--- src/rtl/alu_defs_pkg.sv ---
// Purpose: shared ALU control/bonus codes, ALUOp and funct encodings, issue FSM states.
// Latency: n/a (definitions only).
// Backpressure: n/a.
package alu_defs_pkg;

   // ALU_control codes understood by the ALU
   localparam logic [3:0] CTRL_AND  = 4'd0;
   localparam logic [3:0] CTRL_OR   = 4'd1;
   localparam logic [3:0] CTRL_ADD  = 4'd2;
   localparam logic [3:0] CTRL_SUB  = 4'd6;
   localparam logic [3:0] CTRL_CMP  = 4'd7;
   localparam logic [3:0] CTRL_MUL  = 4'd8;
   localparam logic [3:0] CTRL_NAND = 4'd12;

   // bonus_control codes, meaningful only with CTRL_CMP
   localparam logic [2:0] BONUS_LT = 3'b000;
   localparam logic [2:0] BONUS_GT = 3'b001;
   localparam logic [2:0] BONUS_LE = 3'b010;
   localparam logic [2:0] BONUS_GE = 3'b011;
   localparam logic [2:0] BONUS_NE = 3'b100;
   localparam logic [2:0] BONUS_EQ = 3'b110;

   // ALUOp encodings from the main decoder
   localparam logic [2:0] ALUOP_ADD   = 3'b000;
   localparam logic [2:0] ALUOP_SUB   = 3'b001;
   localparam logic [2:0] ALUOP_RTYPE = 3'b010;
   localparam logic [2:0] ALUOP_ADDI  = 3'b011;
   localparam logic [2:0] ALUOP_SLTI  = 3'b100;
   localparam logic [2:0] ALUOP_CMP   = 3'b101;

   // R-type funct values
   localparam logic [5:0] FUNCT_ADD  = 6'h20;
   localparam logic [5:0] FUNCT_SUB  = 6'h22;
   localparam logic [5:0] FUNCT_AND  = 6'h24;
   localparam logic [5:0] FUNCT_OR   = 6'h25;
   localparam logic [5:0] FUNCT_NAND = 6'h27;
   localparam logic [5:0] FUNCT_SLT  = 6'h2A;
   localparam logic [5:0] FUNCT_MUL  = 6'h18;

   // issue FSM states
   typedef logic [1:0] state_t;
   localparam state_t ST_IDLE  = 2'd0;
   localparam state_t ST_DRIVE = 2'd1;
   localparam state_t ST_MULW  = 2'd2;
   localparam state_t ST_RESP  = 2'd3;

   // decoder result bundle
   typedef struct packed {
      logic [3:0] ctrl;
      logic [2:0] bonus;
      logic       is_mul;
      logic       illegal;
   } dec_t;

endpackage

--- src/rtl/alu_op_decoder.sv ---
// Purpose: map {ALUOp, funct} onto ALU_control / bonus_control, flag multiply and illegal ops.
// Latency: combinational.
// Backpressure: none (pure function of inputs).
module alu_op_decoder
   import alu_defs_pkg::*;
(
   input  logic [2:0] aluop,
   input  logic [5:0] funct,
   output dec_t       dec
);

   // decode table; bonus stays 000 for every non-compare control
   always_comb begin
      dec = '{ctrl: CTRL_AND, bonus: BONUS_LT, is_mul: 1'b0, illegal: 1'b0};
      case (aluop)
         ALUOP_ADD, ALUOP_ADDI: dec.ctrl = CTRL_ADD;
         ALUOP_SUB:             dec.ctrl = CTRL_SUB;
         ALUOP_SLTI:            dec.ctrl = CTRL_CMP;
         ALUOP_CMP: begin
            dec.ctrl = CTRL_CMP;
            if (funct[2:0] == 3'b101 || funct[2:0] == 3'b111) begin
               dec.illegal = 1'b1;
            end else begin
               dec.bonus = funct[2:0];
            end
         end
         ALUOP_RTYPE: begin
            case (funct)
               FUNCT_ADD:  dec.ctrl = CTRL_ADD;
               FUNCT_SUB:  dec.ctrl = CTRL_SUB;
               FUNCT_AND:  dec.ctrl = CTRL_AND;
               FUNCT_OR:   dec.ctrl = CTRL_OR;
               FUNCT_NAND: dec.ctrl = CTRL_NAND;
               FUNCT_SLT:  dec.ctrl = CTRL_CMP;
               FUNCT_MUL: begin
                  dec.ctrl   = CTRL_MUL;
                  dec.is_mul = 1'b1;
               end
               default:    dec.illegal = 1'b1;
            endcase
         end
         default: dec.illegal = 1'b1;
      endcase
      // illegal ops never reach the ALU; keep the unused fields quiet
      if (dec.illegal) begin
         dec.ctrl   = CTRL_AND;
         dec.bonus  = BONUS_LT;
         dec.is_mul = 1'b0;
      end
   end

endmodule

--- src/rtl/alu_issue_ctrl.sv ---
// Purpose: accept one ALU op request, drive the ALU, capture result/flags, return on rsp port.
// Latency: rsp_valid 2 cycles after accept (multiply 1+MUL_LAT, illegal 1).
// Backpressure: one op in flight; req_ready low from accept until the response handshakes.
module alu_issue_ctrl
   import alu_defs_pkg::*;
#(
   parameter int DATA_W  = 32,
   parameter int MUL_LAT = 3
) (
   input  logic              clk_i,
   input  logic              rst_i,
   input  logic              req_valid_i,
   output logic              req_ready_o,
   input  logic [2:0]        req_aluop_i,
   input  logic [5:0]        req_funct_i,
   input  logic [DATA_W-1:0] req_src1_i,
   input  logic [DATA_W-1:0] req_src2_i,
   output logic [DATA_W-1:0] alu_src1_o,
   output logic [DATA_W-1:0] alu_src2_o,
   output logic [3:0]        alu_ctrl_o,
   output logic [2:0]        alu_bonus_o,
   input  logic [DATA_W-1:0] alu_result_i,
   input  logic              alu_zero_i,
   input  logic              alu_cout_i,
   input  logic              alu_ovf_i,
   output logic              rsp_valid_o,
   input  logic              rsp_ready_i,
   output logic [DATA_W-1:0] rsp_result_o,
   output logic              rsp_zero_o,
   output logic              rsp_cout_o,
   output logic              rsp_ovf_o,
   output logic              rsp_illegal_o
);

   localparam int CNT_W = (MUL_LAT > 1) ? $clog2(MUL_LAT) : 1;
   localparam logic [CNT_W-1:0] CNT_LOAD = CNT_W'(MUL_LAT - 1);

   state_t           state;
   logic [CNT_W-1:0] mul_cnt;
   dec_t             dec;

   alu_op_decoder u_dec (
      .aluop (req_aluop_i),
      .funct (req_funct_i),
      .dec   (dec)
   );

   // ready only while idle; response valid exactly while waiting in RESP
   always_comb begin
      req_ready_o = (state == ST_IDLE);
      rsp_valid_o = (state == ST_RESP);
   end

   // issue FSM with operand/control, multiply counter and response registers
   always_ff @(posedge clk_i) begin
      if (rst_i) begin
         state         <= ST_IDLE;
         mul_cnt       <= '0;
         alu_src1_o    <= '0;
         alu_src2_o    <= '0;
         alu_ctrl_o    <= '0;
         alu_bonus_o   <= '0;
         rsp_result_o  <= '0;
         rsp_zero_o    <= 1'b0;
         rsp_cout_o    <= 1'b0;
         rsp_ovf_o     <= 1'b0;
         rsp_illegal_o <= 1'b0;
      end else begin
         case (state)
            ST_IDLE: begin
               if (req_valid_i) begin
                  if (dec.illegal) begin
                     // ALU is left untouched; respond directly with a zeroed result
                     rsp_result_o  <= '0;
                     rsp_zero_o    <= 1'b0;
                     rsp_cout_o    <= 1'b0;
                     rsp_ovf_o     <= 1'b0;
                     rsp_illegal_o <= 1'b1;
                     state         <= ST_RESP;
                  end else begin
                     alu_src1_o    <= req_src1_i;
                     alu_src2_o    <= req_src2_i;
                     alu_ctrl_o    <= dec.ctrl;
                     alu_bonus_o   <= dec.bonus;
                     rsp_illegal_o <= 1'b0;
                     if (dec.is_mul) begin
                        mul_cnt <= CNT_LOAD;
                        state   <= ST_MULW;
                     end else begin
                        state   <= ST_DRIVE;
                     end
                  end
               end
            end
            ST_DRIVE: begin
               rsp_result_o <= alu_result_i;
               rsp_zero_o   <= alu_zero_i;
               rsp_cout_o   <= alu_cout_i;
               rsp_ovf_o    <= alu_ovf_i;
               state        <= ST_RESP;
            end
            ST_MULW: begin
               // operands held stable until the multiplier path has settled
               if (mul_cnt == '0) begin
                  rsp_result_o <= alu_result_i;
                  rsp_zero_o   <= alu_zero_i;
                  rsp_cout_o   <= alu_cout_i;
                  rsp_ovf_o    <= alu_ovf_i;
                  state        <= ST_RESP;
               end else begin
                  mul_cnt <= mul_cnt - CNT_W'(1);
               end
            end
            ST_RESP: begin
               if (rsp_ready_i) begin
                  state <= ST_IDLE;
               end
            end
            default: state <= ST_IDLE;
         endcase
      end
   end

endmodule

--- config.mk ---
export PLATFORM = sky130hd
export DESIGN_NAME = alu_issue_ctrl
export DESIGN_NICKNAME = d
export VERILOG_FILES = /design/src/rtl/alu_defs_pkg.sv /design/src/rtl/alu_op_decoder.sv /design/src/rtl/alu_issue_ctrl.sv
export SDC_FILE = /design/constraint.sdc
export NUM_CORES = 1
export LEC_CHECK = 0
export CAP_MARGIN = 5
export CORE_ASPECT_RATIO = 1.4
export CORE_UTILIZATION = 37
export DETAILED_ROUTE_END_ITERATION = 6
export PLACE_DENSITY = 0.77
export SYNTH_ARGS = -nofsm -noshare
export SYNTH_HDL_FRONTEND = slang
export SYNTH_SLANG_ARGS = --single-unit
--- constraint.sdc ---
create_clock -name clk_i -period 2 [get_ports clk_i]
set_input_delay 0.4 -clock clk_i [delete_from_list [all_inputs] [get_ports clk_i]]
set_output_delay 0.4 -clock clk_i [all_outputs]
set_load 0.01 [all_outputs]
==> run summary <==
Outcome -> complete, but fails checks
Failing checks -> negative setup slack
Clock skew -> 0.00762 ns
Seq pwr share -> 0.348
Reported net switching power -> 0.00278 W
# H-tree levels -> 3
Sinks on Clock Net -> 111
Mapped cell area -> 0.00464 mm2
Crit Path Category -> in -> reg
Clk pwr share -> 0.228
Synth Instances -> 575
Clock Path Buffers -> 2
Crit Path Max Fanout -> 18
Tot Pwr -> 0.00817 W
Hold Slack -> 0.454 ns
Placer Congestion -> 0.841
Synth cell types -> 40
Crit-path cells -> clkdlybuf4s50_1, nand2_2, or4_4, buf_12, a21o_1, a21oi_1
Core Area -> 0.0123 mm2
Clk slew on worst S/H paths -> 0.08 ns
Worst min-delay path category -> reg -> reg
LEAKAGE -> 2.88 nW
Syn_nets -> 691
Die footprint -> 0.0130 mm2
Vias per cell -> 5.16
Switching portion of total power -> 0.340
Synth top area share -> 0.479
Die X -> 96.7 um
Synthesized area per cell -> 8.07 um2
Met1 Use GR -> 0.236
Remaining antenna violation count -> 0
Relative slew margins -> 0.665
Ys async rst share -> 0
Slowest cell on crit path -> or4_4
Number of global-route vias before repair -> 4950
Power density over the cells -> 1040 mW/mm2
Drt initial violations -> 165
Wire per inst -> 15.6 um
Inserted Diodes -> 0
Gr usage total -> 0.224
Setup violators final -> 3
Pre-Repair DR Iteration Count -> 4
# DRC -> 0
Layer with the highest usage -> met2
CP startpoint kind -> primary input
Clk_lat worst skew -> 0.35 ns
Fill cells -> 1011
Rows -> 48
M3 GR Usage -> 0.0424
Combinational fraction of design power -> 0.424
Worst path required time -> 2.28 ns
Most frequent cell after synthesis -> nand2_1
Critical Path Sink Type -> register
Ports -> 221
Max stage delay on crit path -> 0.65 ns
Global route total overflow -> 0
Top cells by count, synth -> nand2_1 (169), dfxtp_1 (111), a21oi_1 (77), a21o_1 (35), nand3_1 (35)
Post-synth EDFFs -> 0
Number of max-cap violations -> 0
Hold Violations, Final -> 0
Least-Margin Pin Slew -> 0.503 ns
Worst Setup Slack, final -> -0.00844 ns
CP bufs+invs -> 2
Peak supply drop -> 0.789 mV
Fmax -> 498 MHz
Initial antenna violation count -> 0
Die height -> 135 um
Share of cells above drive strength 1 -> 0.151
Net count, final -> 938
Post-synthesis sequential area ratio -> 0.479
Top post-synthesis cells by area -> dfxtp_1 (48%), nand2_1 (14%), a21oi_1 (8.3%)
Synth area leader -> dfxtp_1
Via count -> 5040
Met2 Track Usage GR -> 0.422
Setup total negative slack -> -0.00937 ns
Final wirelength -> 15300 um
CTS tree -> yes
CTS buffer count -> 9
Slew Limit Fails -> 0
Min Tclk post-route -> 2.01 ns
Internal Pwr Total -> 0.00539 W
Crit path max-delay family -> buffers and inverters
DPL Wire Length -> 10200 um
Synthesis Warnings -> 0
Post-synthesis register bit count -> 111
Layout Area Growth over Synthesis -> 69.5%
CP Data Arrival Time -> 2.29 ns
Largest net degree at the start of global routing -> 47
Count of input and output buffers -> 220
Fin crit share -> 1.00
Clk root buf -> clkbuf_16
Global-route wire length before repair -> 23900 um
Initial Utilization -> 0.379
Ys flop type -> dfxtp_1
-- state kept, by name (all words and copies together), names as in the netlist --
signal and cells:
alu_src1_o 32, alu_src2_o 32, rsp_result_o 32, alu_ctrl_o 4, alu_bonus_o 3, mul_cnt 2
state 2, rsp_cout_o 1, rsp_illegal_o 1, rsp_ovf_o 1, rsp_zero_o 1
-- placed cells by master (no fill, tap or decap), types with 2 or more instances in the layout --
master,instances
dfxtp_1,109
buf_16,2
buf_12,8
buf_4,48
buf_6,2
ha_1,3
o21ai_0,6
clkbuf_16,11
nand3b_1,7
nand2_1,167
dlygate4sd2_1,7
o41ai_1,3
a21o_1,35
nand3_1,35
dfxtp_2,2
clkinvlp_4,2
nand2b_1,2
nand2_2,2
dlymetal6s2s_1,2
clkdlybuf4s50_1,210
a21oi_2,30
nor2_1,11
a311oi_1,3
nor2b_1,2
nor3_1,6
a21oi_1,72
a211oi_2,2
inv_1,10
-- through the flow --
stage	std cells	setup slack (ns)	utilization	area (um2)
3_3_place_gp	942	-0.499	0.590	7230
4_1_cts	975	0.00645	0.635	7780
2_1_floorplan	575	0.0242	-	4640
3_5_place_dp	942	-0.548	0.590	7230
6_report	977	-0.00844	0.642	7860
5_1_grt	977	-0.0697	0.642	7860
-- cell type report --
| cell class | count | area, um2 | area share |
|---|---|---|---|
| tap | 150 | 188 | 0.0239 |
| clock inverter | 7 | 90.1 | 0.0115 |
| inverter | 10 | 37.5 | 0.00477 |
| clock buffer | 9 | 225 | 0.0286 |
| multi-input combinational | 408 | 2230 | 0.284 |
| timing repair buffer | 282 | 2870 | 0.365 |
| sequential | 111 | 2220 | 0.283 |
-- timing repair --
action | CTS | global route
pin swaps | 5 | 3
gates resized for setup | 15 | 14
hold buffers | 0 | 0
setup endpoints to repair | 103 | 106
setup buffers | 14 | 1
cloned | 4 | 2
-- power by group through the flow --
| stage | logic [W] | registers (W) | clock network (W) |
|---|---|---|---|
| floorplan | 0.00146 | 0.00305 | 0 |
| global placement | 0.00317 | 0.00287 | 0 |
| detailed placement | 0.00327 | 0.00289 | 0 |
| CTS | 0.00345 | 0.00284 | 0.00191 |
| global route | 0.00375 | 0.00289 | 0.00199 |
| finish | 0.00346 | 0.00285 | 0.00186 |
-- layer usage --
| metal | vias up | wire, um |
|---|---|---|
| li1 | 2431 | - |
| met1 | 2393 | 5700 |
| met2 | 182 | 8350 |
| met3 | 34 | 742 |
| met4 | 0 | 488 |
| met5 | - | 0 |
-- worst register-to-register path: cells and delay by family (launching register included) --
family | cells | cell delay (ns)
AO/OA/AOI/OAI | 3 | 0.42
AND/OR/NAND/NOR | 1 | 0.55
adder cells (fa/ha/maj) | 1 | 0.21
flip-flops | 1 | 0.34
buffers and inverters | 3 | 0.34
-- worst paths after layout --
kind / from / end / slack [ns] / cells after the start
setup reg to reg: state[0]$_SDFFE_PP0P_ / rsp_result_o[18]$_SDFFE_PP0P_ / 0.06 / 8
hold / removal: alu_src1_o[29]$_SDFFE_PP0P_ / alu_src1_o[29]$_SDFFE_PP0P_ / 0.45 / 2
hold reg to reg: alu_src1_o[29]$_SDFFE_PP0P_ / alu_src1_o[29]$_SDFFE_PP0P_ / 0.45 / 2
setup / recovery: req_aluop_i[1] / rsp_result_o[18]$_SDFFE_PP0P_ / -0.008 / 6
-- logic make-up after synthesis --
kind of cell / Yosys count / share of synthesized area
AND/OR/NAND/NOR: 240 / 0.219
AO/OA/AOI/OAI: 163 / 0.234
flip-flops: 111 / 0.479
buffers and inverters: 56 / 0.0547
adder cells (fa/ha/maj): 4 / 0.0108
multiplexers: 1 / 0.00216
Power figures use the tool's default switching activity.
